===== config.mk =====
export PLATFORM = sky130hd
export DESIGN_NAME = exec_state_ctrl
export DESIGN_NICKNAME = d
export VERILOG_FILES = /design/src/rtl/exec_state_pkg.sv /design/src/rtl/exec_state_ctrl_thr_compare.sv /design/src/rtl/exec_state_ctrl.sv
export SDC_FILE = /design/constraint.sdc
export NUM_CORES = 1
export LEC_CHECK = 0
export BUFFER_PORTS_ARGS = -buffer_cell sky130_fd_sc_hd__buf_2
export CELL_PAD_IN_SITES_DETAIL_PLACEMENT = 1
export CELL_PAD_IN_SITES_GLOBAL_PLACEMENT = 2
export CORE_UTILIZATION = 27
export DETAILED_ROUTE_END_ITERATION = 8
export GPL_TIMING_DRIVEN = 1
export MAX_ROUTING_LAYER = met4
export PLACE_DENSITY_LB_ADDON = 0.3
export SYNTH_ARGS = -nofsm -noshare
export SYNTH_HDL_FRONTEND = slang
export SYNTH_SLANG_ARGS = --single-unit

===== constraint.sdc =====
create_clock -name AXIS_ACLK -period 2.13 [get_ports AXIS_ACLK]
set_input_delay 0.213 -clock AXIS_ACLK [delete_from_list [all_inputs] [get_ports AXIS_ACLK]]
set_output_delay 0.213 -clock AXIS_ACLK [all_outputs]
set_load 0.05 [all_outputs]

===== src/rtl/exec_state_pkg.sv =====
// exec_state_pkg: shared state encoding and trigger offset helper
package exec_state_pkg;
  typedef enum logic [1:0] {
    INIT    = 2'b00,
    ACQUIRE = 2'b01,
    HOLD    = 2'b10,
    TRG     = 2'b11
  } exec_state_t;
  function automatic int calc_offset(input int threshold);
    return (threshold * 4096) / 100;
  endfunction
endpackage


===== src/rtl/exec_state_ctrl_thr_compare.sv =====
// thr_compare: splits a beat into signed samples and flags any sample above the threshold
module thr_compare
  import exec_state_pkg::*;
#(
  parameter int ADC_RESOLUTION_WIDTH = 12,
  parameter int S_AXIS_TDATA_WIDTH   = 128
) (
  input  logic [S_AXIS_TDATA_WIDTH-1:0]          tdata,
  input  logic signed [ADC_RESOLUTION_WIDTH+1:0] threshold,
  output logic                                   any_above
);
  localparam int W = ADC_RESOLUTION_WIDTH;
  localparam int N = S_AXIS_TDATA_WIDTH / 16;
  logic [N-1:0] above;
  logic         unused_pad;
  for (genvar i = 0; i < N; i++) begin : g_smp
    logic signed [W+1:0] s;
    assign s        = {{2{tdata[16*i+W-1]}}, tdata[16*i +: W]};
    assign above[i] = s > threshold;
  end
  assign any_above  = |above;
  assign unused_pad = ^tdata;
endmodule


===== src/rtl/exec_state_ctrl.sv =====
// exec_state_ctrl: INIT/ACQUIRE/TRG/HOLD trigger controller
// optional periodic recalibration enabled by EXEC_STATE_RECALIB_EN
module exec_state_ctrl
  import exec_state_pkg::*;
#(
  parameter int THRESHOLD            = 10,
  parameter int BASELINE_CALC_LEN    = 500000000,
  parameter int POST_TRG_LEN         = 16,
  parameter int RECALIB_INTERVAL     = 1000000000,
  parameter int ADC_RESOLUTION_WIDTH = 12,
  parameter int S_AXIS_TDATA_WIDTH   = 128
) (
  input  logic                                   AXIS_ACLK,
  input  logic                                   AXIS_ARESETN,
  input  logic [S_AXIS_TDATA_WIDTH-1:0]          S_AXIS_TDATA,
  input  logic                                   S_AXIS_TVALID,
  input  logic [ADC_RESOLUTION_WIDTH-1:0]        I_BASELINE,
  input  logic                                   I_CALC_COMPLETE,
  output logic [1:0]                             EXEC_STATE,
  output logic                                   O_TRIGGER,
  output logic signed [ADC_RESOLUTION_WIDTH+1:0] O_THRESHOLD_VAL,
  output logic [31:0]                            O_TRG_CNT
);
  localparam int W  = ADC_RESOLUTION_WIDTH;
  localparam int IW = $clog2(BASELINE_CALC_LEN + 1);
  localparam int PW = $clog2(POST_TRG_LEN + 1);
  localparam logic [W+1:0] OFF = (W+2)'(calc_offset(THRESHOLD));
  exec_state_t st;
  logic          hit;
  logic          above;
  logic [IW-1:0] init_cnt;
  logic [PW-1:0] post_cnt;
`ifdef EXEC_STATE_RECALIB_EN
  localparam int RW = $clog2(RECALIB_INTERVAL + 1);
  logic [RW-1:0] idle_cnt;
`else
  localparam int unused_recalib = RECALIB_INTERVAL;
`endif
  thr_compare #(
    .ADC_RESOLUTION_WIDTH(ADC_RESOLUTION_WIDTH),
    .S_AXIS_TDATA_WIDTH  (S_AXIS_TDATA_WIDTH)
  ) u_cmp (
    .tdata    (S_AXIS_TDATA),
    .threshold(O_THRESHOLD_VAL),
    .any_above(above)
  );
  assign EXEC_STATE = st;
  always_ff @(posedge AXIS_ACLK) begin
    if (!AXIS_ARESETN) begin
      st              <= INIT;
      hit             <= 1'b0;
      O_TRIGGER       <= 1'b0;
      O_THRESHOLD_VAL <= '0;
      O_TRG_CNT       <= '0;
      init_cnt        <= '0;
      post_cnt        <= '0;
`ifdef EXEC_STATE_RECALIB_EN
      idle_cnt        <= '0;
`endif
    end else begin
      hit       <= S_AXIS_TVALID & above;
      O_TRIGGER <= 1'b0;
      case (st)
        INIT: begin
          init_cnt <= !S_AXIS_TVALID ? '0 :
                      (init_cnt >= IW'(BASELINE_CALC_LEN)) ? init_cnt : init_cnt + 1'b1;
          if (init_cnt >= IW'(BASELINE_CALC_LEN) && I_CALC_COMPLETE) begin
            st              <= ACQUIRE;
            O_THRESHOLD_VAL <= {{2{I_BASELINE[W-1]}}, I_BASELINE} + OFF;
          end
        end
        ACQUIRE: begin
          // a pending hit takes priority over a coinciding recalibration expiry
          if (hit) begin
            st        <= TRG;
            O_TRIGGER <= 1'b1;
            O_TRG_CNT <= O_TRG_CNT + 1'b1;
`ifdef EXEC_STATE_RECALIB_EN
            idle_cnt  <= '0;
`endif
          end
`ifdef EXEC_STATE_RECALIB_EN
          else if (idle_cnt == RW'(RECALIB_INTERVAL - 1)) begin
            st       <= INIT;
            init_cnt <= '0;
            idle_cnt <= '0;
          end else
            idle_cnt <= idle_cnt + 1'b1;
`endif
        end
        TRG: begin
          if (!hit) begin
            st       <= HOLD;
            post_cnt <= PW'(POST_TRG_LEN - 1);
          end
        end
        HOLD: begin
          if (hit)
            st <= TRG;
          else if (post_cnt == '0)
            st <= ACQUIRE;
          else
            post_cnt <= post_cnt - 1'b1;
        end
      endcase
    end
  end
endmodule


==> implementation parameters <==
Parameter                              Value

Logic synthesis
  Library cell with the highest instance count after synthesis    ha_1
  Number of enable flip-flop cells after synthesis    0
  Share of the synthesized area in the top cell type    25.8%
  Flip-flop cell with the highest count after synthesis    dfxtp_1
  FFs w/ async S/R, synth    0%
  Cell area after technology mapping    6430 µm²
  Cell types with the highest counts after synthesis    ha_1, dfxtp_1, inv_1
  Yosys warnings    0
  Register area share after synthesis    25.8%
  Mean instance size in the synthesized netlist    8.42 µm²
  Library cell with the largest summed area after synthesis    dfxtp_1
  Synth top area cells    dfxtp_1, ha_1, a21oi_1, xnor2_1, inv_1
  Distinct cell type count after synthesis    63
  Number of synthesized register bits    83
  Syn nets    1018
  Post-synthesis cell count    764

Timing
  Post-route setup TNS    -217 ps
  Final hold viol count    0
  Slew margin rel.    67.2%
  Final setup violation count    1
  Worst path setup slack after routing    -217 ps
  Worst clock skew    12.1 ps
  Share of the clock period used by the worst path after layout    110%
  Max-slew violation count    0
  Least-Margin Pin Slew    491 ps
  RSZ-0062 raised after global routing    true
  Final critical path time including I/O delays and setup    2350 ps
  Fmax    0.426 GHz

Die
  Die W    156 µm
  Overall die area    24400 µm²
  Placeable core area    23400 µm²
  Number of core rows    56
  Initial cell density of the core    27.5%
  Number of top-level design ports    193
  Y dimension of the die    156 µm

Worst setup path
  Arrival time at the worst endpoint    2610 ps
  Kind of start point of the critical path    flip-flop
  CP Capture Type    flip-flop
  Worst-path fanout max    4
  Crit path kind    flip-flop to flip-flop
  Crit path required time    2400 ps

Global route
  Met2 track utilization from global routing    31.0%
  Leftover overflow at the end of global routing    0
  Global-route usage over all layers    18.4%
  Number of antenna violations at the first check in global routing    0
  Maximum number of pins on one net before global-route repair    47
  Via count of the first global-routing pass    6601
  Global-route wire length before repair    33900 µm
  Global-route met3 utilization    2.82%
  Most used routing layer    met2
  Met1 global-route usage    23.3%

Clock tree
  Worst-skew pair later-pin latency    350 ps
  CTS sink cnt    83
  Clock Path Buffers    2
  Library cell used as clock root buffer    clkbuf_16
  Clock buffers created by TritonCTS    9
  Htree depth    3
  Clock Pin Slew Worst Setup and Hold Paths    70 ps
  Clock tree from TritonCTS    done
  Hold-fix buffer count after cts    0

Cells and area
  Area of the multi-input gates    4950 µm²
  Final Net Count    1290
  Layout Cells excl Fill    1360
  Area occupied by registers    1750 µm²
  Area overhead of the layout relative to synthesis    46.9%
  Fraction of layout instances using a drive strength above 1    39.7%
  Antenna Diode Count    0
  Fill cells    2876

Placement
  Post-place setup slack    -431 ps
  Port Buffers    160
  Placed Cells incl. Taps    1316
  Gp weighted congestion    0.834
  Half-perimeter wire length after placement    17300 µm

Route
  Via count normalized by instance count    4.85
  Number of iterations in the first detailed-routing pass    6
  Remaining routing DRC violations    1
  Routed length per placed instance    16.4 µm
  Initial detailed-routing violation count    234
  Total via count after detailed routing    6597
  Total routed wirelength    22300 µm
  Residual antenna-violating net count after detailed routing    0

Pwr
  Static leakage    4.15 nW
  Worst ir drop on vdd    401 µV
  Power per standard cell area    389 nW/µm²

Status
  Failing checks    design-rule violations, negative setup slack
  Status    complete, but fails checks

Min path
  Worst hold path class    input pin to flip-flop

Run
  Max-cap violations    0
## worst max-delay path: stages (launching register included)
cell and delay (ps):
dfxtp_4 360, clkinvlp_4 150, buf_6 170, buf_4 120, ha_1 300, a21oi_2 140
nor2b_1 80, o31ai_1 280, o211ai_1 150, mux2_4 320, a31oi_1 180
## flip-flops by register name, summed over array words and instances, names as in the netlist
name / count
post_cnt: 5
hit: 1
EXEC_STATE: 2
init_cnt: 29
O_TRG_CNT: 32
O_TRIGGER: 1
O_THRESHOLD_VAL: 13
## where the power goes
group | leakage, nW | switching (mW) | internal [mW]
Sequential | 0.691 | 0.00393 | 1.53
Combinational | 3.33 | 0.281 | 0.274
Clock | 0.135 | 0.674 | 0.911
## metal layers
layer | wire, µm | vias to the layer above
met5 | 0 | -
met4 | 185 | 0
met3 | 828 | 13
met2 | 10700 | 130
met1 | 10600 | 3129
li1 | - | 3325
## worst paths after layout
| check | cells past startpoint | start | to | slack (ps) |
|---|---|---|---|---|
| min reg2reg | 1 | init_cnt[28] | init_cnt[28] | 470 |
| max | 10 | O_THRESHOLD_VAL[4] | hit | -220 |
| min | 3 | I_BASELINE[0] | O_THRESHOLD_VAL[0] | 190 |
| max reg2reg | 10 | O_THRESHOLD_VAL[4] | hit | -220 |
## kinds of logic (layout without fill, tap and decap cells)
logic type               Yosys count  count (layout)  synth area share, %
AND/OR/NAND/NOR                  270             270                 23.6
AO/OA/AOI/OAI                    171             171                 17.1
buffers and inverters             79             356                 4.98
adder cells (fa/ha/maj)          110             110                 21.4
multiplexers                       9               9                 1.42
flip-flops                        83              83                 25.8
XOR/XNOR                          42              42                 5.72
## per-stage QoR
| stage | instance area [µm²] | total power, mW | hold WS (ps) | utilization [%] |
|---|---|---|---|---|
| after floorplan | 6560 | 1.83 | 329 | - |
| after global placement | 8370 | 2.05 | 449 | 35.8 |
| after detailed placement | 8370 | 2.06 | 453 | 35.8 |
| after CTS | 9050 | 3.68 | 175 | 38.7 |
| after global routing | 9450 | 3.87 | 185 | 40.4 |
| final | 9450 | 3.68 | 189 | 40.4 |
## cell usage in the layout, fill, tap and decap left out, types with 17 or more instances in the layout
cell,netlist,routed
xnor2_1,25,25
nand3_1,33,30
buf_2,4,161
a21oi_1,53,40
and2_1,28,28
nand2_1,57,57
or3_1,30,30
ha_1,110,95
dfxtp_4,0,17
inv_1,58,50
nand4_1,27,27
o21ai_0,38,32
dfxtp_1,83,50
nor2_1,28,27
xor2_1,17,17
buf_4,3,107
## final cells by class
class | instances | area share [%]
inverters | 58 | 2.61
repair buffers | 282 | 19.1
clock inverters | 6 | 0.702
flip-flops and latches | 83 | 18.5
clock buffers | 10 | 2.42
multi-input cells | 602 | 52.4
well taps | 319 | 4.23
## repair_timing
action / CTS / global route
setup endpoints to repair: 13 / 39
pin swaps: 16 / 38
setup buffers: 22 / 5
gates cloned: 0 / 1
resized for setup: 30 / 71
(Power assumes the default switching activity.)
